File: src/rtl/ssd_pkg.sv
// Shared constants, converter state and segment patterns
// for the four-digit seven-segment display driver.
package ssd_pkg;

    localparam int DIGITS       = 4;
    localparam int VALUE_W      = 13;
    localparam int BCD_W        = 16;
    localparam int SHIFT_CYCLES = 13;

    typedef enum logic [1:0] {
        ST_IDLE,
        ST_SHIFT,
        ST_DONE
    } conv_state_t;

    // Active-low cathodes ordered {a,b,c,d,e,f,g}
    localparam logic [6:0] SEG_0     = 7'b0000001;
    localparam logic [6:0] SEG_1     = 7'b1001111;
    localparam logic [6:0] SEG_2     = 7'b0010010;
    localparam logic [6:0] SEG_3     = 7'b0000110;
    localparam logic [6:0] SEG_4     = 7'b1001100;
    localparam logic [6:0] SEG_5     = 7'b0100100;
    localparam logic [6:0] SEG_6     = 7'b0100000;
    localparam logic [6:0] SEG_7     = 7'b0001111;
    localparam logic [6:0] SEG_8     = 7'b0000000;
    localparam logic [6:0] SEG_9     = 7'b0000100;
    localparam logic [6:0] SEG_BLANK = 7'b1111111;

    function automatic logic [6:0] seg_decode(input logic [3:0] d);
        logic [6:0] s;
        case (d)
            4'd0:    s = SEG_0;
            4'd1:    s = SEG_1;
            4'd2:    s = SEG_2;
            4'd3:    s = SEG_3;
            4'd4:    s = SEG_4;
            4'd5:    s = SEG_5;
            4'd6:    s = SEG_6;
            4'd7:    s = SEG_7;
            4'd8:    s = SEG_8;
            4'd9:    s = SEG_9;
            default: s = SEG_BLANK;
        endcase
        return s;
    endfunction

    function automatic logic [3:0] add3(input logic [3:0] n);
        return (n >= 4'd5) ? n + 4'd3 : n;
    endfunction

endpackage

File: src/rtl/ssd_driver_if.sv
// Selector-side and pin-side signals of the display driver.
interface ssd_driver_if;
    import ssd_pkg::*;

    logic [VALUE_W-1:0] value;
    logic               hold;
    logic [DIGITS-1:0]  anode;
    logic [6:0]         seg;
    logic               bcd_valid;

    modport master (
        output value, hold,
        input  anode, seg, bcd_valid
    );

    modport slave (
        input  value, hold,
        output anode, seg, bcd_valid
    );

endinterface

File: src/rtl/bin2bcd_seq.sv
// Iterative shift-add-3 binary to BCD converter,
// one bit per cycle, 15-cycle conversion period.
module bin2bcd_seq
    import ssd_pkg::*;
(
    input  logic               clk,
    input  logic               rst,
    input  logic [VALUE_W-1:0] value,
    input  logic               hold,
    output logic [BCD_W-1:0]   bcd,
    output logic               valid
);

    conv_state_t        state_q, state_d;
    logic [VALUE_W-1:0] bin_q;
    logic [BCD_W-1:0]   acc_q;
    logic [BCD_W-1:0]   acc_adj;
    logic [3:0]         cnt_q;
    logic               load, shift, latch;

    always_ff @(posedge clk) begin
        if (rst) state_q <= ST_IDLE;
        else     state_q <= state_d;
    end

    always_comb begin
        state_d = state_q;
        load    = 1'b0;
        shift   = 1'b0;
        latch   = 1'b0;
        case (state_q)
            ST_IDLE: begin
                if (!hold) begin
                    load    = 1'b1;
                    state_d = ST_SHIFT;
                end
            end
            ST_SHIFT: begin
                shift = 1'b1;
                if (cnt_q == 4'(SHIFT_CYCLES - 1))
                    state_d = ST_DONE;
            end
            ST_DONE: begin
                latch   = 1'b1;
                state_d = ST_IDLE;
            end
            default: state_d = ST_IDLE;
        endcase
    end

    always_comb begin
        acc_adj = '0;
        for (int i = 0; i < BCD_W / 4; i++)
            acc_adj[4*i +: 4] = add3(acc_q[4*i +: 4]);
    end

    // Display register only changes on DONE, so an abort leaves it clean
    always_ff @(posedge clk) begin
        if (rst) begin
            bin_q <= '0;
            acc_q <= '0;
            cnt_q <= '0;
            bcd   <= '0;
        end else begin
            if (load) begin
                bin_q <= value;
                acc_q <= '0;
                cnt_q <= '0;
            end else if (shift) begin
                {acc_q, bin_q} <= {acc_adj[BCD_W-2:0], bin_q, 1'b0};
                cnt_q          <= cnt_q + 4'd1;
            end
            if (latch)
                bcd <= acc_q;
        end
    end

    assign valid = (state_q == ST_DONE);

endmodule

File: src/rtl/ssd_driver.sv
// Four-digit multiplexed seven-segment driver with BCD converter.
// SSD_LEADING_ZERO_BLANK_EN blanks leading zero digits.
module ssd_driver
    import ssd_pkg::*;
#(
    parameter int REFRESH_BITS = 18
) (
    input logic         clk,
    input logic         rst,
    ssd_driver_if.slave bus
);

    logic [BCD_W-1:0]        disp;
    logic                    conv_valid;
    logic [REFRESH_BITS-1:0] cnt_q;
    logic [1:0]              idx;
    logic [3:0]              digit;
    logic                    blank;
    logic [6:0]              seg_d, seg_q;
    logic [DIGITS-1:0]       anode_d, anode_q;

    bin2bcd_seq u_conv (
        .clk   (clk),
        .rst   (rst),
        .value (bus.value),
        .hold  (bus.hold),
        .bcd   (disp),
        .valid (conv_valid)
    );

    assign idx   = cnt_q[REFRESH_BITS-1 -: 2];
    assign digit = disp[{idx, 2'b00} +: 4];

`ifdef SSD_LEADING_ZERO_BLANK_EN
    // A digit blanks only when it and every higher digit are zero
    always_comb begin
        blank = 1'b0;
        case (idx)
            2'd3:    blank = (disp[15:12] == 4'd0);
            2'd2:    blank = (disp[15:8] == 8'd0);
            2'd1:    blank = (disp[15:4] == 12'd0);
            default: blank = 1'b0;
        endcase
    end
`else
    assign blank = 1'b0;
`endif

    assign seg_d   = blank ? SEG_BLANK : seg_decode(digit);
    assign anode_d = ~(4'b0001 << idx);

    always_ff @(posedge clk) begin
        if (rst) begin
            cnt_q   <= '0;
            anode_q <= 4'b1110;
            seg_q   <= SEG_0;
        end else begin
            cnt_q   <= cnt_q + 1'b1;
            anode_q <= anode_d;
            seg_q   <= seg_d;
        end
    end

    assign bus.anode     = anode_q;
    assign bus.seg       = seg_q;
    assign bus.bcd_valid = conv_valid;

endmodule

File: src/flat_wrapper.sv
// flat-port wrapper written by rule: the top's interface ports become plain ports
module ssd_driver_flat import ssd_pkg::*;
#(
    parameter int REFRESH_BITS = 18
)
  (clk, rst, bus_value, bus_hold, bus_anode, bus_seg, bus_bcd_valid);
  ssd_driver_if bus_i ();
  input logic clk;
  input logic rst;
  input wire logic [$bits(bus_i.value)-1:0] bus_value;
  input wire logic [$bits(bus_i.hold)-1:0] bus_hold;
  output wire logic [$bits(bus_i.anode)-1:0] bus_anode;
  output wire logic [$bits(bus_i.seg)-1:0] bus_seg;
  output wire logic [$bits(bus_i.bcd_valid)-1:0] bus_bcd_valid;
  assign bus_i.value = bus_value;
  assign bus_i.hold = bus_hold;
  assign bus_anode = bus_i.anode;
  assign bus_seg = bus_i.seg;
  assign bus_bcd_valid = bus_i.bcd_valid;
  ssd_driver #(.REFRESH_BITS(REFRESH_BITS)) u_core (.clk(clk), .rst(rst), .bus(bus_i));
endmodule
File: config.mk
export PLATFORM = sky130hd
export DESIGN_NAME = ssd_driver_flat
export DESIGN_NICKNAME = d
export VERILOG_FILES = /design/src/rtl/ssd_pkg.sv /design/src/rtl/ssd_driver_if.sv /design/src/rtl/bin2bcd_seq.sv /design/src/rtl/ssd_driver.sv /design/src/flat_wrapper.sv
export SDC_FILE = /design/constraint.sdc
export NUM_CORES = 1
export LEC_CHECK = 0
export CAP_MARGIN = 0
export CORE_MARGIN = 5
export CORE_UTILIZATION = 45
export DETAILED_ROUTE_END_ITERATION = 12
export PLACE_DENSITY = 0.64
export SLEW_MARGIN = 0
export SYNTH_ARGS = -nofsm -noshare
export SYNTH_HDL_FRONTEND = slang
export SYNTH_HIERARCHICAL = 1
export SYNTH_SLANG_ARGS = --single-unit
File: constraint.sdc
create_clock -name clk -period 2.6 [get_ports clk]
set_clock_uncertainty 0.1 [all_clocks]
set_input_delay 0.26 -clock clk [delete_from_list [all_inputs] [get_ports clk]]
set_output_delay 0.26 -clock clk [all_outputs]
set_load 0.05 [all_outputs]
==> impl_summary.log, run 1 <==
INFO  metric outcome = finished clean
INFO  metric maxClockFrequency = roughly 470 MHz
INFO  metric pins_over_their_slew_limit = 0
INFO  metric floorplan.io_pins = 28
INFO  metric vdd_drop_max = just over 0.3 mV
INFO  metric total_leakage_power = 1.46 nW
INFO  metric layout-drive-gt1-share = 11.1%
INFO  metric cp-start-kind = flop
INFO  metric hold_slack = 0.338 ns
INFO  metric synth_seq_area_share = 43.4%
INFO  metric final_core_util = 51.2%
INFO  metric synth_xor_area_share = 2.85%
INFO  metric critical_path_maximum_fanout = 10
INFO  metric globalRouteTotalUtil = 14.8%
INFO  metric timing.hold.worst.class = in -> reg
INFO  metric critPathCaptureType = flop
INFO  metric yosys_most_used_dff = dfxtp_1
INFO  metric wire_per_inst = 12.7 um
INFO  metric hold_buffers = 0
INFO  metric grt_max_degree = 40
INFO  metric die-area = 10100 um2
INFO  metric place_worst_setup_slack = approximately 0.49 ns
INFO  metric synth_edf_count = 0
INFO  metric yosys_register_bits = 80
INFO  metric die_w = a little over 100 um
INFO  metric timing.critical_path.arrival = 2.21 ns
INFO  metric power_per_cell_area = between 500 and 600 nW/um2
INFO  metric synth_top_family_by_area = simple AND/OR/NAND/NOR gates
INFO  metric synthSimpleGateAreaFrac = 19.9%
INFO  metric synth_cell_types = 52
INFO  metric drt-total-wl = ~6900 um
INFO  metric area.growth.synth_to_final = 12.3%
INFO  metric global_route_wire_length_before_repair = 12200 um
INFO  metric nNetsFinal = 462
INFO  metric antenna_violations_before_repair = 0
INFO  metric fin_setup_tns = 0 ns
INFO  metric detail_route.drc_violations = 0
INFO  metric clkLatencyLatePin = ~0.35 ns
INFO  metric async_flop_share = 0%
INFO  metric clock_sink_total = 80
INFO  metric tightest_slew = 0.741 ns
INFO  metric maximum_buffer_depth_of_the_clock_tree = 2
INFO  metric place.detailed.hpwl = 4780 um
INFO  metric final_cell_mix = dfxtp_1 (80), nand2_1 (58), a21oi_1 (56), nor2_1 (31), clkdlybuf4s50_1 (25)
INFO  metric dpl_cell_area = 3960 um2
INFO  metric cts.reportedPaths.clkPinSlew = 0.08 ns
INFO  metric post_cts_resized = 0
INFO  metric synth.area.mux_share = ~4%
INFO  metric post_synth.cell_area_avg = about 9.0 um2
INFO  metric die_height = 101 um
INFO  metric finalWorstSetupSlack = about 0.49 ns
INFO  metric synth_compound_area_share = 17.9%
INFO  metric final_design_area_no_fill = 4150 um2
INFO  metric std_cell_rows = 33
INFO  metric instances_no_fill = 539
INFO  metric endpoints_failing_setup = 0
INFO  metric path_class = reg -> reg
INFO  metric placed_cells = between 500 and 600
INFO  metric most_common_cell_after_layout_fill_and_taps_aside = dfxtp_1
INFO  metric synthCells = 411
INFO  metric detailedRoute.firstIterationViolations = ~130
INFO  metric num_antenna_cells = 0
INFO  metric final_hold_viol_count = 0
INFO  metric ant_nets = 0
INFO  metric yosys_warnings = 6
INFO  metric layout_worst_path_cycle_share = about 80%
INFO  metric drt_pass1_iterations = 4
INFO  metric cts-buffers-inserted = 9
INFO  metric maxCapViolations = 0
INFO  metric final_replace_weighted_congestion = approximately 0.8
INFO  metric grt_remaining_overflow = 0
INFO  metric num_vias = 2870
INFO  metric htree_levels = 3
INFO  metric cts_tree = built
INFO  metric synthesis.area = 3690 um2
INFO  metric arithmetic_cell_share_of_the_synthesized_area_counting_full_adders_half_adders_and_majority_gates = 5.76%
INFO  metric postCtsSetupRepairBufs = 0
INFO  metric initial_utilization = 45.6%
INFO  metric rsz_0062_raised_after_global_routing = no
INFO  metric relSlewSlack = about half
INFO  metric p_total = 2.24 mW
INFO  metric vias_per_cell = ~5.3
INFO  metric portBuffers = 27
INFO  metric period_minus_slack = 2.11 ns
INFO  metric clock_tree.root_cell = clkbuf_8
INFO  metric synth_fp_nets = 444
INFO  metric worst-endpoint-required = 2.70 ns
INFO  metric first_global_vias = approximately 2700
INFO  metric core = 8090 um2
[where the power goes]
group | internal [mW] | switching (mW)
combinational | 0.0649 | 0.0960
clock | 0.354 | 0.464
sequential | 1.25 | 0.0163
total | 1.67 | 0.577
[cell usage after synthesis (all sizes together) (9+ instances only)]
cell	number	area (um2)
nand2b	9	56.3
a22oi	12	90.1
o21ai	12	60.1
ha	17	213
a21oi	56	280
buf	16	110
inv	13	48.8
nor2	32	123
clkbuf	11	65.1
nand3	9	45.0
xor2	10	87.6
dfxtp	80	1600
nand2	58	218
[worst max-delay path: stages, from the launching register on]
cell and delay, ns:
dfxtp_1 0.47, buf_4 0.20, mux4_2 0.61, or2_2 0.31
a21oi_1 0.19, a211oi_1 0.07
[state kept, by name, indices dropped and copies added, names as in the netlist]
name,cells
u_core/bus.anode,4
u_core/bus.seg,7
u_core/cnt_q,18
u_core/u_conv/acc_q,16
u_core/u_conv/bcd,16
u_core/u_conv/bin_q,13
u_core/u_conv/cnt_q,4
u_core/u_conv/state_q,2
[final cells by class]
| class | instances | area (um2) |
|---|---|---|
| repair buffers | 34 | 315 |
| inverters | 13 | 48.8 |
| clock inverters | 7 | 57.6 |
| clock buffers | 9 | 124 |
| flip-flops and latches | 80 | 1600 |
| well taps | 105 | 131 |
| multi-input cells | 291 | 1870 |
| fillers | 788 | 3950 |
[layer usage]
metal	GRT usage (%)	up-vias	part of all wire, %
met4	6.63	0	1.7
met5	0	-	0
met2	23.0	45	45
met3	3.18	9	3.6
li1	-	1480	-
met1	19.6	1336	50
[worst paths after layout]
check,startpoint,to,slack (ns),depth (start not counted)
worst max-delay path,u_core/cnt_q[16]$_SDFF_PP0_,u_core/bus.seg[3]$_SDFF_PP0_,0.49,5
worst min-delay path,rst,u_core/u_conv/bin_q[0]$_SDFFE_PP0P_,0.34,2
worst max register to register,u_core/cnt_q[16]$_SDFF_PP0_,u_core/bus.seg[3]$_SDFF_PP0_,0.49,5
worst min register to register,u_core/cnt_q[0]$_SDFF_PP0_,u_core/cnt_q[0]$_SDFF_PP0_,0.35,1
[cells by family (layout without fill, tap and decap cells)]
family                   Yosys count  in the layout
multiplexers                      10             10
flip-flops                        80             80
buffers and inverters             40             63
adder cells (fa/ha/maj)           17             17
XOR/XNOR                          12             12
AND/OR/NAND/NOR                  147            147
AO/OA/AOI/OAI                    105            105
(Power assumes the default switching activity.)
==> run 2, diff against run 1 <==
PLACE_DENSITY = 0.66   (was 0.64)
clock period = 1.7 ns   (was 2.6 ns; I/O delays follow)
==> run 2 against run 1 <==
The run now ends with negative setup slack left. Global-route usage increased by 0.17 points. Via count increased by 3.3%. Critical path depth unchanged. Wire length increased by 4.1%. Combinational power increased by 72%. Clock power increased by 85%. First-iteration DRC count decreased by 32%. Setup slack got worse by 0.53 ns. Clock-buffer cell count increased by 1. Worst hold slack got worse by 0.24 ns. Maximum frequency increased by 21%. Non-clock buffer count increased by 30.
==> impl_summary.log, run 2 (synthesis gave the netlist of run 1 again) <==
INFO  metric initial_utilization = 45.6% (unchanged)
INFO  metric final_hold_viol_count = 0 (unchanged)
INFO  metric critical_path_buf_inv_count = 0 (-1)
INFO  metric timing.hold.worst.class = in -> reg
INFO  metric cts.reportedPaths.clkPinSlew = 0.08 ns (about the same)
INFO  metric clkLatencyLatePin = 0.34 ns (about the same)
INFO  metric std_cell_rows = 33 (unchanged)
INFO  metric total_leakage_power = 1.67 nW (+14%)
INFO  metric critical-path-slowest-cell = mux4_2
INFO  metric tightest_slew = 0.431 ns (-0.310 ns)
INFO  metric final_cell_mix = dfxtp_1 (76), nand2_1 (58), a21oi_1 (53), buf_4 (47), nor2_1 (31)
INFO  metric fillers = 753 (-4.4%)
INFO  metric die-area = 10100 um2 (unchanged)
INFO  metric place_worst_setup_slack = -0.0427 ns (-0.535 ns)
INFO  metric timing.critical_path.arrival = 1.87 ns (-0.34 ns)
INFO  metric global_route_wire_length_before_repair = 12400 um (+1.5%)
INFO  metric grt_remaining_overflow = 0 (unchanged)
INFO  metric area.growth.synth_to_final = 21.1%
INFO  metric cp-start-kind = flop
INFO  metric htree_levels = 3 (unchanged)
INFO  metric finalWorstSetupSlack = -0.0363 ns (-0.529 ns)
INFO  metric cts_tree = built
INFO  metric worst-endpoint-required = 1.83 ns (-0.87 ns)
INFO  metric layout-drive-gt1-share = 22.8% (+12 points)
INFO  metric wire_per_inst = 12.6 um (-1.3%)
INFO  metric globalRouteTotalUtil = 14.9% (+0.17 points)
INFO  metric place.detailed.hpwl = 5140 um (+7.5%)
INFO  metric portBuffers = 27 (unchanged)
INFO  metric critical-path-max-stage-delay = 0.54 ns (-0.07 ns)
INFO  metric drt-total-wl = 7150 um (+4.1%)
INFO  metric period_minus_slack = 1.74 ns (-0.371 ns)
INFO  metric num_antenna_cells = 0 (unchanged)
INFO  metric drt_pass1_iterations = 4 (unchanged)
INFO  metric antenna_violations_before_repair = 0 (unchanged)
INFO  metric die_height = 101 um (unchanged)
INFO  metric largest-register = u_core/cnt_q
INFO  metric detailedRoute.firstIterationViolations = 86 (-32%)
INFO  metric worstPathCellList = mux4_2 > ha_2 > or2_4 > a21oi_4 > nor3_1
INFO  metric p_total = 3.72 mW (+66%)
INFO  metric maximum_buffer_depth_of_the_clock_tree = 2 (unchanged)
INFO  metric hold_buffers = 0 (unchanged)
INFO  metric ant_nets = 0 (unchanged)
INFO  metric cp_top_family = multiplexers
INFO  metric layout_worst_path_cycle_share = 102% (+21 points)
INFO  metric critical_path_maximum_fanout = 4 (-6)
INFO  metric clock_tree.root_cell = clkbuf_8
INFO  metric critPathCaptureType = flop
INFO  metric largest_register_ffs = 18 (unchanged)
INFO  metric power_per_cell_area = 832 nW/um2 (+54%)
INFO  metric failed_checks = negative setup slack
INFO  metric core = 8090 um2 (unchanged)
INFO  metric grt_max_degree = 44 (+10%)
INFO  metric clock_sink_total = 80 (unchanged)
INFO  metric nNetsFinal = 492 (+6.5%)
INFO  metric cts-buffers-inserted = 9 (unchanged)
INFO  metric endpoints_failing_setup = 5 (+5)
INFO  metric relSlewSlack = 71.3% (+21 points)
INFO  metric vdd_drop_max = 0.417 mV (+37%)
INFO  metric pins_over_their_slew_limit = 0 (unchanged)
INFO  metric die_w = 101 um (unchanged)
INFO  metric rsz_0062_raised_after_global_routing = yes
INFO  metric floorplan.io_pins = 28 (unchanged)
INFO  metric most_common_cell_after_layout_fill_and_taps_aside = dfxtp_1
INFO  metric outcome = finished with violations
INFO  metric vias_per_cell = 5.21 (-2.1%)
INFO  metric path_class = reg -> reg
INFO  metric final-seq-area = 1610 um2 (+0.47%)
INFO  metric maxClockFrequency = 576 MHz (+21%)
INFO  metric first_global_vias = 2741 (+0.74%)
INFO  metric registers_with_the_highest_flip_flop_counts = u_core/cnt_q: 18 flops, u_core/u_conv/acc_q: 16 flops, u_core/u_conv/bcd: 16 flops
INFO  metric detail_route.drc_violations = 0 (unchanged)
INFO  metric final_replace_weighted_congestion = 0.809 (-0.38%)
INFO  metric multi_input_comb_area = 1930 um2 (+3.3%)
INFO  metric maxCapViolations = 0 (unchanged)
INFO  metric num_vias = 2965 (+3.3%)
## run 2: cell count changes in the layout (fill, tap and decap cells not counted), sizes merged
cell,previous run,this run
clkinvlp,3,1
clkdlybuf4s50,25,14
clkbuf,9,10
bufinv,0,2
buf,9,50
inv,14,13
## run 2: final timing paths
kind | start | endpoint | slack (ns) | cells after the start
hold reg to reg | u_core/cnt_q[0]$_SDFF_PP0_ | u_core/cnt_q[0]$_SDFF_PP0_ | 0.34 | 1
setup reg to reg | u_core/cnt_q[16]$_SDFF_PP0_ | u_core/bus.seg[6]$_SDFF_PP0_ | -0.04 | 5
setup / recovery | u_core/cnt_q[16]$_SDFF_PP0_ | u_core/bus.seg[6]$_SDFF_PP0_ | -0.04 | 5
hold / removal | rst | u_core/u_conv/state_q[0]$_SDFFE_PP0P_ | 0.10 | 2
## run 2: layout make-up
| cell class | instances | share of cell area, % |
|---|---|---|
| Multi-Input combinational cell | 291 | 43.1 |
| Sequential cell | 80 | 36.0 |
| Timing Repair Buffer | 64 | 11.8 |
| Clock buffer | 10 | 3.08 |
| Tap cell | 105 | 2.94 |
| Clock inverter | 6 | 1.85 |
| Inverter | 13 | 1.15 |
## run 2: what timing repair did
| action | in CTS | in global routing |
|---|---|---|
| buffers inserted | 2 | 3 |
| setup endpoints to repair | 7 | 16 |
| pin swaps | 1 | 2 |
| resized for setup | 1 | 19 |
## run 2: per-stage QoR
step                      instance area [um2]  hold WS, ns  std cells  utilization [%]  TNS [ns]
final                                    4470        0.102        569             55.2    -0.123
after global routing                     4470        0.118        569             55.2    -0.515
after CTS                                4380       0.0859        566             54.2   -0.0588
after detailed placement                 4150        0.330        548             51.2    -0.124
after global placement                   4150        0.325        548             51.2   -0.0139
after floorplan                          3700        0.180        411                -    -0.210
## run 2: layer usage
| layer | GRT usage (%) | wire length (um) | vias to the layer above |
|---|---|---|---|
| met5 | 0 | 0 | - |
| met4 | 4.25 | 71 | 0 |
| met3 | 4.36 | 299 | 6 |
| met2 | 24.5 | 3360 | 59 |
| met1 | 19.1 | 3420 | 1362 |
| li1 | - | - | 1538 |
## run 2: report_power, final
| group | switching (mW) | leakage, nW | internal (mW) |
|---|---|---|---|
| clock | 0.651 | 0.112 | 0.859 |
| sequential | 0.0254 | 0.650 | 1.91 |
| combinational | 0.154 | 0.909 | 0.123 |
| total | 0.830 | 1.67 | 2.89 |
==> run 3, diff against run 2 <==
REMOVE_ABC_BUFFERS = 1   (was default)
==> run 3 against run 2 <==
The flow still finishes with violations (negative setup slack). Sequential share of layout area is 0.89 points lower. Final cell count is 0.53% higher. Wire length is 2.7% higher.
==> impl_summary.log, run 3 (synthesis gave the netlist of run 1 again) <==
INFO  metric ant_nets = 0 (unchanged)
INFO  metric initial_utilization = 45.6% (unchanged)
INFO  metric critical-path-max-stage-delay = 0.54 ns (about the same)
INFO  metric rsz_0062_raised_after_global_routing = yes
INFO  metric power.combinational.fraction = 7.9% (+0.5 points)
INFO  metric period_minus_slack = 1.77 ns (+0.0331 ns)
INFO  metric first_global_vias = 2867 (+4.6%)
INFO  metric global_route_wire_length_before_repair = 12900 um (+4.3%)
INFO  metric cts.reportedPaths.clkPinSlew = 0.08 ns (about the same)
INFO  metric maximum_buffer_depth_of_the_clock_tree = 2 (unchanged)
INFO  metric failed_checks = negative setup slack
INFO  metric detail_route.drc_violations = 0 (unchanged)
INFO  metric outcome = finished with violations
INFO  metric p_total = 3.78 mW (+1.5%)
INFO  metric grt_remaining_overflow = 0 (unchanged)
INFO  metric drt_pass1_iterations = 4 (unchanged)
INFO  metric final_replace_weighted_congestion = 0.788 (-2.6%)
INFO  metric fin_setup_tns = -0.279 ns (-0.155 ns)
INFO  metric critical_path_buf_inv_count = 2 (+2)
INFO  metric worstPathCellList = buf_6 > mux4_2 > buf_6 > nand2b_4 > a21oi_4 > nor3_2
INFO  metric tightest_slew = 0.377 ns (-0.0541 ns)
INFO  metric endpoints_failing_setup = 7 (+2)
INFO  metric vdd_drop_max = 0.578 mV (+39%)
INFO  metric floorplan.io_pins = 28 (unchanged)
INFO  metric dpl_cell_area = 4220 um2 (+1.8%)
INFO  metric critical-path-slowest-cell = mux4_2
INFO  metric clock_tree.root_cell = clkbuf_8
INFO  metric cp-start-kind = flop
INFO  metric globalRouteTotalUtil = 15.6% (+0.69 points)
INFO  metric cts_tree = built
INFO  metric internal_power = 2.95 mW (+2.0%)
INFO  metric most_common_cell_after_layout_fill_and_taps_aside = dfxtp_1
INFO  metric die-area = 10100 um2 (unchanged)
INFO  metric place.detailed.hpwl = 5210 um (+1.5%)
INFO  metric timing.hold.worst.class = in -> reg
INFO  metric final_hold_viol_count = 0 (unchanged)
INFO  metric num_antenna_cells = 0 (unchanged)
INFO  metric timing.critical_path.arrival = 1.90 ns (+0.03 ns)
INFO  metric power_per_cell_area = 827 nW/um2 (-0.62%)
INFO  metric total_leakage_power = 1.70 nW (+1.8%)
INFO  metric portBuffers = 27 (unchanged)
INFO  metric cp_top_family = multiplexers
INFO  metric sequentialPowerShare = 51.2% (-0.8 points)
INFO  metric nNetsFinal = 496 (+0.81%)
INFO  metric clock_sink_total = 80 (unchanged)
INFO  metric power.switching_fraction = 21.9% (-0.38 points)
INFO  metric final_core_util = 56.4% (+1.2 points)
INFO  metric maxCapViolations = 0 (unchanged)
INFO  metric core = 8090 um2 (unchanged)
INFO  metric critPathCaptureType = flop
INFO  metric path_class = reg -> reg
INFO  metric drt-total-wl = 7350 um (+2.7%)
INFO  metric rr_worst_depth = 6 (+1)
INFO  metric largest-register = u_core/cnt_q
INFO  metric placed_cells = 556 (+1.5%)
INFO  metric clkLatencyLatePin = 0.34 ns (about the same)
INFO  metric die_w = 101 um (unchanged)
INFO  metric wire_per_inst = 12.8 um (+2.2%)
INFO  metric critical_path_maximum_fanout = 6 (+2)
INFO  metric final_cell_mix = dfxtp_1 (79), nand2_1 (58), a21oi_1 (54), buf_4 (46), nor2_1 (30)
INFO  metric finalWorstSetupSlack = -0.0694 ns (-0.0331 ns)
INFO  metric path_depth = 6 (+1)
INFO  metric largest_register_ffs = 18 (unchanged)
INFO  metric layout_worst_path_cycle_share = 104% (+1.9 points)
INFO  metric maxClockFrequency = 565 MHz (-1.9%)
INFO  metric die_height = 101 um (unchanged)
INFO  metric instances_no_fill = 572 (+0.53%)
INFO  metric registers_with_the_highest_flip_flop_counts = u_core/cnt_q: 18 flops, u_core/u_conv/acc_q: 16 flops, u_core/u_conv/bcd: 16 flops
INFO  metric net-switching-power = 0.828 mW (-0.25%)
INFO  metric antenna_violations_before_repair = 0 (unchanged)
INFO  metric cp_common_cell = buf_6
INFO  metric num_vias = 2948 (-0.57%)
INFO  metric worst-endpoint-required = 1.83 ns (about the same)
INFO  metric grt_max_degree = 47 (+6.8%)
INFO  metric vias_per_cell = 5.15 (-1.1%)
INFO  metric std_cell_rows = 33 (unchanged)
INFO  metric relSlewSlack = 74.8% (+3.5 points)
INFO  metric htree_levels = 3 (unchanged)
INFO  metric layout-drive-gt1-share = 23.3% (+0.50 points)
INFO  metric cts-buffers-inserted = 9 (unchanged)
INFO  metric area.growth.synth_to_final = 23.7%
INFO  metric min_delay_path_depth = 2 (unchanged)
INFO  metric clockPowerShare = 40.9% (+0.3 points)
INFO  metric final_design_area_no_fill = 4560 um2 (+2.1%)
INFO  metric detailedRoute.firstIterationViolations = 113 (+31%)
INFO  metric pins_over_their_slew_limit = 0 (unchanged)
## run 3: power by group through the flow
stage	clock network [mW]	registers, mW	logic, mW
after floorplan	0	1.97	0.139
after detailed placement	0	1.98	0.297
final	1.54	1.93	0.300
after CTS	1.59	1.93	0.299
after global routing	1.67	1.94	0.334
after global placement	0	1.97	0.293
## run 3: repair_timing
action / in CTS / in global routing
setup endpoints to repair: 8 / 13
pin swaps: 8 / 1
hold buffers: 0 / 0
gates resized for setup: 19 / 9
endpoints found under the hold margin: 0 / 0
setup buffers: 1 / 0
## run 3: worst paths after layout
path	start	end	slack (ns)
min	rst	u_core/u_conv/acc_q[13]$_SDFFE_PP0N_	0.08
min reg2reg	u_core/cnt_q[0]$_SDFF_PP0_	u_core/cnt_q[0]$_SDFF_PP0_	0.34
max reg2reg	u_core/cnt_q[16]$_SDFF_PP0_	u_core/bus.seg[6]$_SDFF_PP0_	-0.07
max	u_core/cnt_q[16]$_SDFF_PP0_	u_core/bus.seg[6]$_SDFF_PP0_	-0.07
## run 3: metrics by stage
step / hold WS [ns] / setup slack, ns
finish: 0.0849 / -0.0694
CTS: 0.0787 / -0.0532
global placement: 0.324 / -0.143
global route: 0.0946 / -0.121
floorplan: 0.137 / -0.659
detailed placement: 0.332 / -0.168
## run 3: cell type report
class | count | area (um2)
timing repair buffer | 68 | 596
clock inverter | 3 | 65.1
clock buffer | 12 | 155
fill | 737 | 3530
sequential | 80 | 1600
inverter | 13 | 53.8
tap | 105 | 131
multi-input combinational | 291 | 1960
## run 3: routing by layer
metal | vias to the layer above | track usage [%] | share of wire [%]
li1 | 1539 | - | -
met1 | 1349 | 20.1 | 48
met2 | 51 | 25.5 | 48
met3 | 9 | 3.04 | 3.4
met4 | 0 | 6.84 | 1.1
met5 | - | 0 | 0
